$ cat config.mk
export PLATFORM = sky130hd
export DESIGN_NAME = mem_access_unit
export DESIGN_NICKNAME = d
export VERILOG_FILES = /design/src/rtl/mem_access_unit.sv
export SDC_FILE = /design/constraint.sdc
export NUM_CORES = 1
export LEC_CHECK = 0
export ABC_CLOCK_PERIOD_IN_PS = 3800
export BUFFER_PORTS_ARGS = -buffer_cell sky130_fd_sc_hd__buf_4
export CORE_MARGIN = 1.5
export CORE_UTILIZATION = 35
export CTS_CLUSTER_SIZE = 12
export DETAILED_ROUTE_END_ITERATION = 10
export HOLD_SLACK_MARGIN = 0.15
export PLACE_DENSITY_LB_ADDON = 0.08
export SLEW_MARGIN = 40
export SYNTH_ARGS = -nofsm -noshare
export SYNTH_HDL_FRONTEND = slang
export SYNTH_SLANG_ARGS = --single-unit
export TNS_END_PERCENT = 30
$ cat constraint.sdc
create_clock -name clk -period 3.8 [get_ports clk]
set_input_delay 0 -clock clk [delete_from_list [all_inputs] [get_ports clk]]
set_output_delay 0 -clock clk [all_outputs]
set_load 0.05 [all_outputs]
$ cat src/rtl/mem_access_unit.sv
// mem_access_unit: splits byte-addressed B/H/W/D loads/stores into aligned 64-bit bus beats
package ControllerPack;
  typedef enum logic [2:0] {MEM_NO, MEM_B, MEM_H, MEM_W, MEM_D, MEM_UB, MEM_UH, MEM_UW} mem_op_enum;
endpackage

module mem_access_unit
  import ControllerPack::*;
#(
  parameter int ADDR_W = 64,
  parameter int DATA_W = 64
) (
  input  logic              clk,
  input  logic              rstn,
  input  logic              req_valid,
  output logic              req_ready,
  input  logic              req_we,
  input  logic              req_re,
  input  mem_op_enum        req_mem_op,
  input  logic [ADDR_W-1:0] req_addr,
  input  logic [DATA_W-1:0] req_wdata,
  output logic              resp_valid,
  output logic [DATA_W-1:0] resp_rdata,
  output logic              mem_req,
  output logic              mem_we,
  output logic [ADDR_W-1:0] mem_addr,
  output logic [DATA_W-1:0] mem_wdata,
  output logic [7:0]        mem_wmask,
  input  logic [DATA_W-1:0] mem_rdata,
  input  logic              mem_ack
);
  typedef enum logic [1:0] {IDLE, BEAT0, BEAT1, RESP} state_t;
  state_t state, nxt;
  mem_op_enum st_op;
  logic st_we, split, nop, accept, ack0, ack1, split_n;
  logic [2:0] off;
  logic [3:0] sz;
  logic [127:0] w_sh;
  logic [15:0] m_sh;
  logic [63:0] wd_hi, lo, lo_v, hi_v, r, ext;
  logic [7:0] mk_hi;
  always_comb begin
    sz = (req_mem_op == MEM_B || req_mem_op == MEM_UB) ? 4'd1 :
         (req_mem_op == MEM_H || req_mem_op == MEM_UH) ? 4'd2 :
         (req_mem_op == MEM_W || req_mem_op == MEM_UW) ? 4'd4 :
         (req_mem_op == MEM_D) ? 4'd8 : 4'd0;
    nop = sz == 4'd0 || !(req_we || req_re);
    accept = state == IDLE && req_valid;
    split_n = {1'b0, req_addr[2:0]} + sz > 4'd8;
    w_sh = {64'd0, req_wdata} << {req_addr[2:0], 3'b000};
    m_sh = ((16'd1 << sz) - 16'd1) << req_addr[2:0];
    ack0 = state == BEAT0 && mem_ack;
    ack1 = state == BEAT1 && mem_ack;
    lo_v = ack0 ? mem_rdata : lo;
    hi_v = ack1 ? mem_rdata : 64'd0;
    r = 64'({hi_v, lo_v} >> {off, 3'b000});
    ext = st_op == MEM_B  ? {{56{r[7]}}, r[7:0]} :
          st_op == MEM_H  ? {{48{r[15]}}, r[15:0]} :
          st_op == MEM_W  ? {{32{r[31]}}, r[31:0]} :
          st_op == MEM_UB ? {56'd0, r[7:0]} :
          st_op == MEM_UH ? {48'd0, r[15:0]} :
          st_op == MEM_UW ? {32'd0, r[31:0]} : r;
  end
  always_comb begin
    nxt = state;
    case (state)
      IDLE:    nxt = req_valid ? (nop ? RESP : BEAT0) : IDLE;
      BEAT0:   nxt = mem_ack ? (split ? BEAT1 : RESP) : BEAT0;
      BEAT1:   nxt = mem_ack ? RESP : BEAT1;
      default: nxt = IDLE;
    endcase
  end
  always_ff @(posedge clk) begin
    if (!rstn) state <= IDLE;
    else state <= nxt;
  end
  assign req_ready = state == IDLE;
  assign resp_valid = state == RESP;
  // bus outputs are registered so mem_ack never reaches an output combinationally
  always_ff @(posedge clk) begin
    if (!rstn) begin
      st_we <= 1'b0;
      st_op <= MEM_NO;
      off <= '0;
      split <= 1'b0;
      wd_hi <= '0;
      mk_hi <= '0;
      lo <= '0;
      resp_rdata <= '0;
      mem_req <= 1'b0;
      mem_we <= 1'b0;
      mem_addr <= '0;
      mem_wdata <= '0;
      mem_wmask <= '0;
    end else if (accept) begin
      st_we <= req_we;
      st_op <= req_mem_op;
      off <= req_addr[2:0];
      split <= split_n;
      wd_hi <= req_we ? w_sh[127:64] : '0;
      mk_hi <= req_we ? m_sh[15:8] : '0;
      resp_rdata <= '0;
      mem_req <= !nop;
      mem_we <= !nop && req_we;
      mem_addr <= nop ? '0 : {req_addr[ADDR_W-1:3], 3'b000};
      mem_wdata <= !nop && req_we ? w_sh[63:0] : '0;
      mem_wmask <= !nop && req_we ? m_sh[7:0] : '0;
    end else if (ack0 && split) begin
      lo <= mem_rdata;
      mem_addr <= mem_addr + ADDR_W'(8);
      mem_wdata <= wd_hi;
      mem_wmask <= mk_hi;
    end else if (ack0 || ack1) begin
      resp_rdata <= st_we ? '0 : ext;
      mem_req <= 1'b0;
      mem_we <= 1'b0;
      mem_addr <= '0;
      mem_wdata <= '0;
      mem_wmask <= '0;
    end
  end
endmodule
==> metrics.md <==
| Metric | Value |
|---|---|
| PD cells | 364.2 nW/um^2 |
| Clock Skew | 0.02476 ns |
| HP Class | primary input to flip-flop |
| Ys async rst share | 0% |
| Synth Area in Compound Gates | 25.11% |
| Ports | 405 |
| Xor-xnor portion of the synthesized cell area | 1.116% |
| Cell-internal power | 7.006 mW |
| Commonest cells after routing, fill and taps aside | buf_4, nand2_1, dfxtp_1 |
| Routed Antenna Nets | 0 |
| WS Path Type | primary input to flip-flop |
| Tot GR Track Use | 30.11% |
| Setup TNS | 0 ns |
| Psw | 3.417 mW |
| Wirelength, routed | 96380 um |
| Mapped Cells | 2560 |
| Initial antenna violation count | 7 |
| Total CTS buffers | 42 |
| Crit path max fanout | 43 |
| Register area share after synthesis | 31.82% |
| Clock sink total | 337 |
| Share of post-route cells with drive strength above 1 | 22.63% |
| Worst skew pair latency | 0.59 ns |
| Synth Cell Area | 21200 sq um |
| Combinational family with the most area after synthesis | compound AO/OA/AOI/OAI gates |
| H-tree depth | 2 |
| Least-Margin Pin Slew | 0.8632 ns |
| Per-cell routed wire length | 24.76 um |
| DRT Pass-1 Iters | 6 |
| Max clock buf depth | 3 |
| Max Freq | 280.8 MHz |
| Most common cell after layout, fill and taps aside | buf_4 |
| Signal arrival time at the worst endpoint | 4.03 ns |
| Synth Area in Adders | 1.086% |
| Remaining Overflow, GRT | 0 |
| Chip height | 249.1 um |
| Synth-to-layout area growth | 34.99% |
| Prevailing post-synth register cell | dfxtp_1 |
| Final nets | 3295 |
| Post-synthesis cell type count | 95 |
| Root Buffer | clkbuf_16 |
| Max_slew headroom | 42.45% |
| Clock group share of total power | 38.6% |
| Post-synth EDFFs | 0 |
| Rows | 90 |
| Mux cell area share after synthesis | 16.00% |
| Fin cells | 3892 |
| Critical Path Sink Type | flip-flop |
| Port Buffers | 401 |
| Cell taking the most area after synthesis | dfxtp_1 |
| Synth top area cells | dfxtp_1, mux4_2, nand2_1, mux2i_1, a21oi_1 |
| Hold Vio Cnt, Final | 0 |
| Max Cap Viol | 0 |
| GP Congestion | 0.9699 |
| RSZ-0062 raised after global routing | no |
| Number of global-route vias before repair | 23100 |
| Sequential power share | 36.2% |
| Largest net degree at the start of global routing | 175 |
| Initial core utilization | 35.25% |
| FF+latch count, synth | 337 |
| Post-synthesis simple-gate area fraction | 19.38% |
| Placed insts | 3569 |
| Leak Pwr | 10.78 nW |
| Ys Warns | 0 |
| Startpoint types | primary input |
| Sw Ratio | 32.78% |
| Combinational share of power | 25.2% |
| Core ar. | 60130 sq um |
| PostCTS Resize Cnt | 0 |
| Die ar. | 62050 sq um |
| Die width | 249.1 um |
| Via Count | 23360 |
| VDD IR max | 0.2912 mV |
| Period utilization | 93.72% |
| Reg clk slew, reported paths | 0.06 ns |
| CTS tree | built |
| Detail Placement HPWL | 67870 um |
| Synth top area share | 31.82% |
| Pins Over Slew Limit | 0 |
| Via density | 6.002 |
| Run status | finished clean |
| Final min period | 3.561 ns |
| Drt initial violations | 2107 |
| Avg Cell Area, Syn | 8.281 sq um |
| WP data required | 4.27 ns |
| Drt drc | 0 |
| Final setup vio count | 0 |
| Hold Slack | 0.2099 ns |
| Global-route wire length before repair | 145300 um |
cells in the mapped netlist, types with 47 or more instances:
cell,count
a22oi_1,79
dfxtp_1,337
mux2i_1,126
buf_2,52
nor3_1,49
o21ai_0,88
a222oi_1,47
mux2_2,58
mux4_2,65
nand3_1,61
nand2_1,373
clkbuf_1,150
a21oi_1,229
nor2_1,209
cells by family (layout without fill, tap and decap cells):
family / after synthesis / count (layout)
fa+ha+maj: 18 / 18
flops: 337 / 337
other cells: 1 / 7
xor+xnor: 27 / 27
compound gates: 774 / 774
mux: 250 / 250
simple gates: 888 / 888
buf+inv: 265 / 809
layout make-up:
| type | instances | area (sq um) |
|---|---|---|
| fillers | 5902 | 31520 |
| multi-input cells | 1960 | 13370 |
| flip-flops and latches | 337 | 6754 |
| repair buffers | 706 | 6016 |
| clock buffers | 63 | 1261 |
| well taps | 782 | 978.4 |
| inverters | 30 | 120.1 |
| clock inverters | 10 | 103.9 |
| diodes | 4 | 10.01 |
critical path, stage by stage:
cell           delay [ns]
dlygate4sd3_1        0.53
buf_4                0.48
buf_4                0.55
mux2i_1              0.23
dlygate4sd3_1        0.57
mux2i_1              0.07
dlygate4sd3_1        0.59
a222oi_1             0.32
nor2_1               0.07
dlygate4sd3_1        0.57
per-stage QoR:
step           total power, mW  area (sq um)  util (%)  setup slack [ns]
6_report                 10.42         28620     47.59            0.2388
5_1_grt                  10.80         28610     47.58           0.03372
4_1_cts                  10.47         28610     47.57            0.3625
3_5_place_dp             6.221         24780     41.21            0.3906
3_3_place_gp             6.208         24760     41.18            0.4664
2_1_floorplan            5.293         21210         -            0.9638
repair_timing:
action,in CTS,in global routing
setup buffers,0,0
hold buffers,246,0
endpoints found under the hold margin,275,0
per-layer routing:
| metal | track usage (%) | vias up | wire [um] |
|---|---|---|---|
| met3 | 5.632 | 235 | 6783 |
| met5 | 0 | - | 46 |
| met4 | 15.99 | 8 | 5538 |
| li1 | - | 10680 | - |
| met2 | 51.32 | 948 | 46480 |
| met1 | 35.95 | 11480 | 37530 |
registers in the layout (all words and copies together) (netlist names), 8 cells and up:
register / count
mem_wdata: 64
resp_rdata: 64
mem_addr: 61
wd_hi: 56
mem_wmask: 8
lo: 64
mk_hi: 8
power groups by stage:
stage               registers, mW  logic, mW  clock network (mW)
CTS                          3.77       2.61                4.10
finish                       3.77       2.63                4.02
floorplan                    4.02       1.27                   0
global route                 3.79       2.78                4.23
global placement             3.85       2.36                   0
detailed placement           3.85       2.37                   0
path summary, 6_finish.rpt:
| kind | from | to | slack [ns] | depth (start not counted) |
|---|---|---|---|---|
| worst min register to register | lo[7] | lo[7] | 0.46 | 2 |
| worst max-delay path | req_addr[1] | wd_hi[17] | 0.24 | 10 |
| worst min-delay path | req_addr[9] | mem_addr[9] | 0.21 | 4 |
| worst max register to register | state[1] | wd_hi[49] | 0.43 | 8 |
Power figures use the tool's default switching activity.
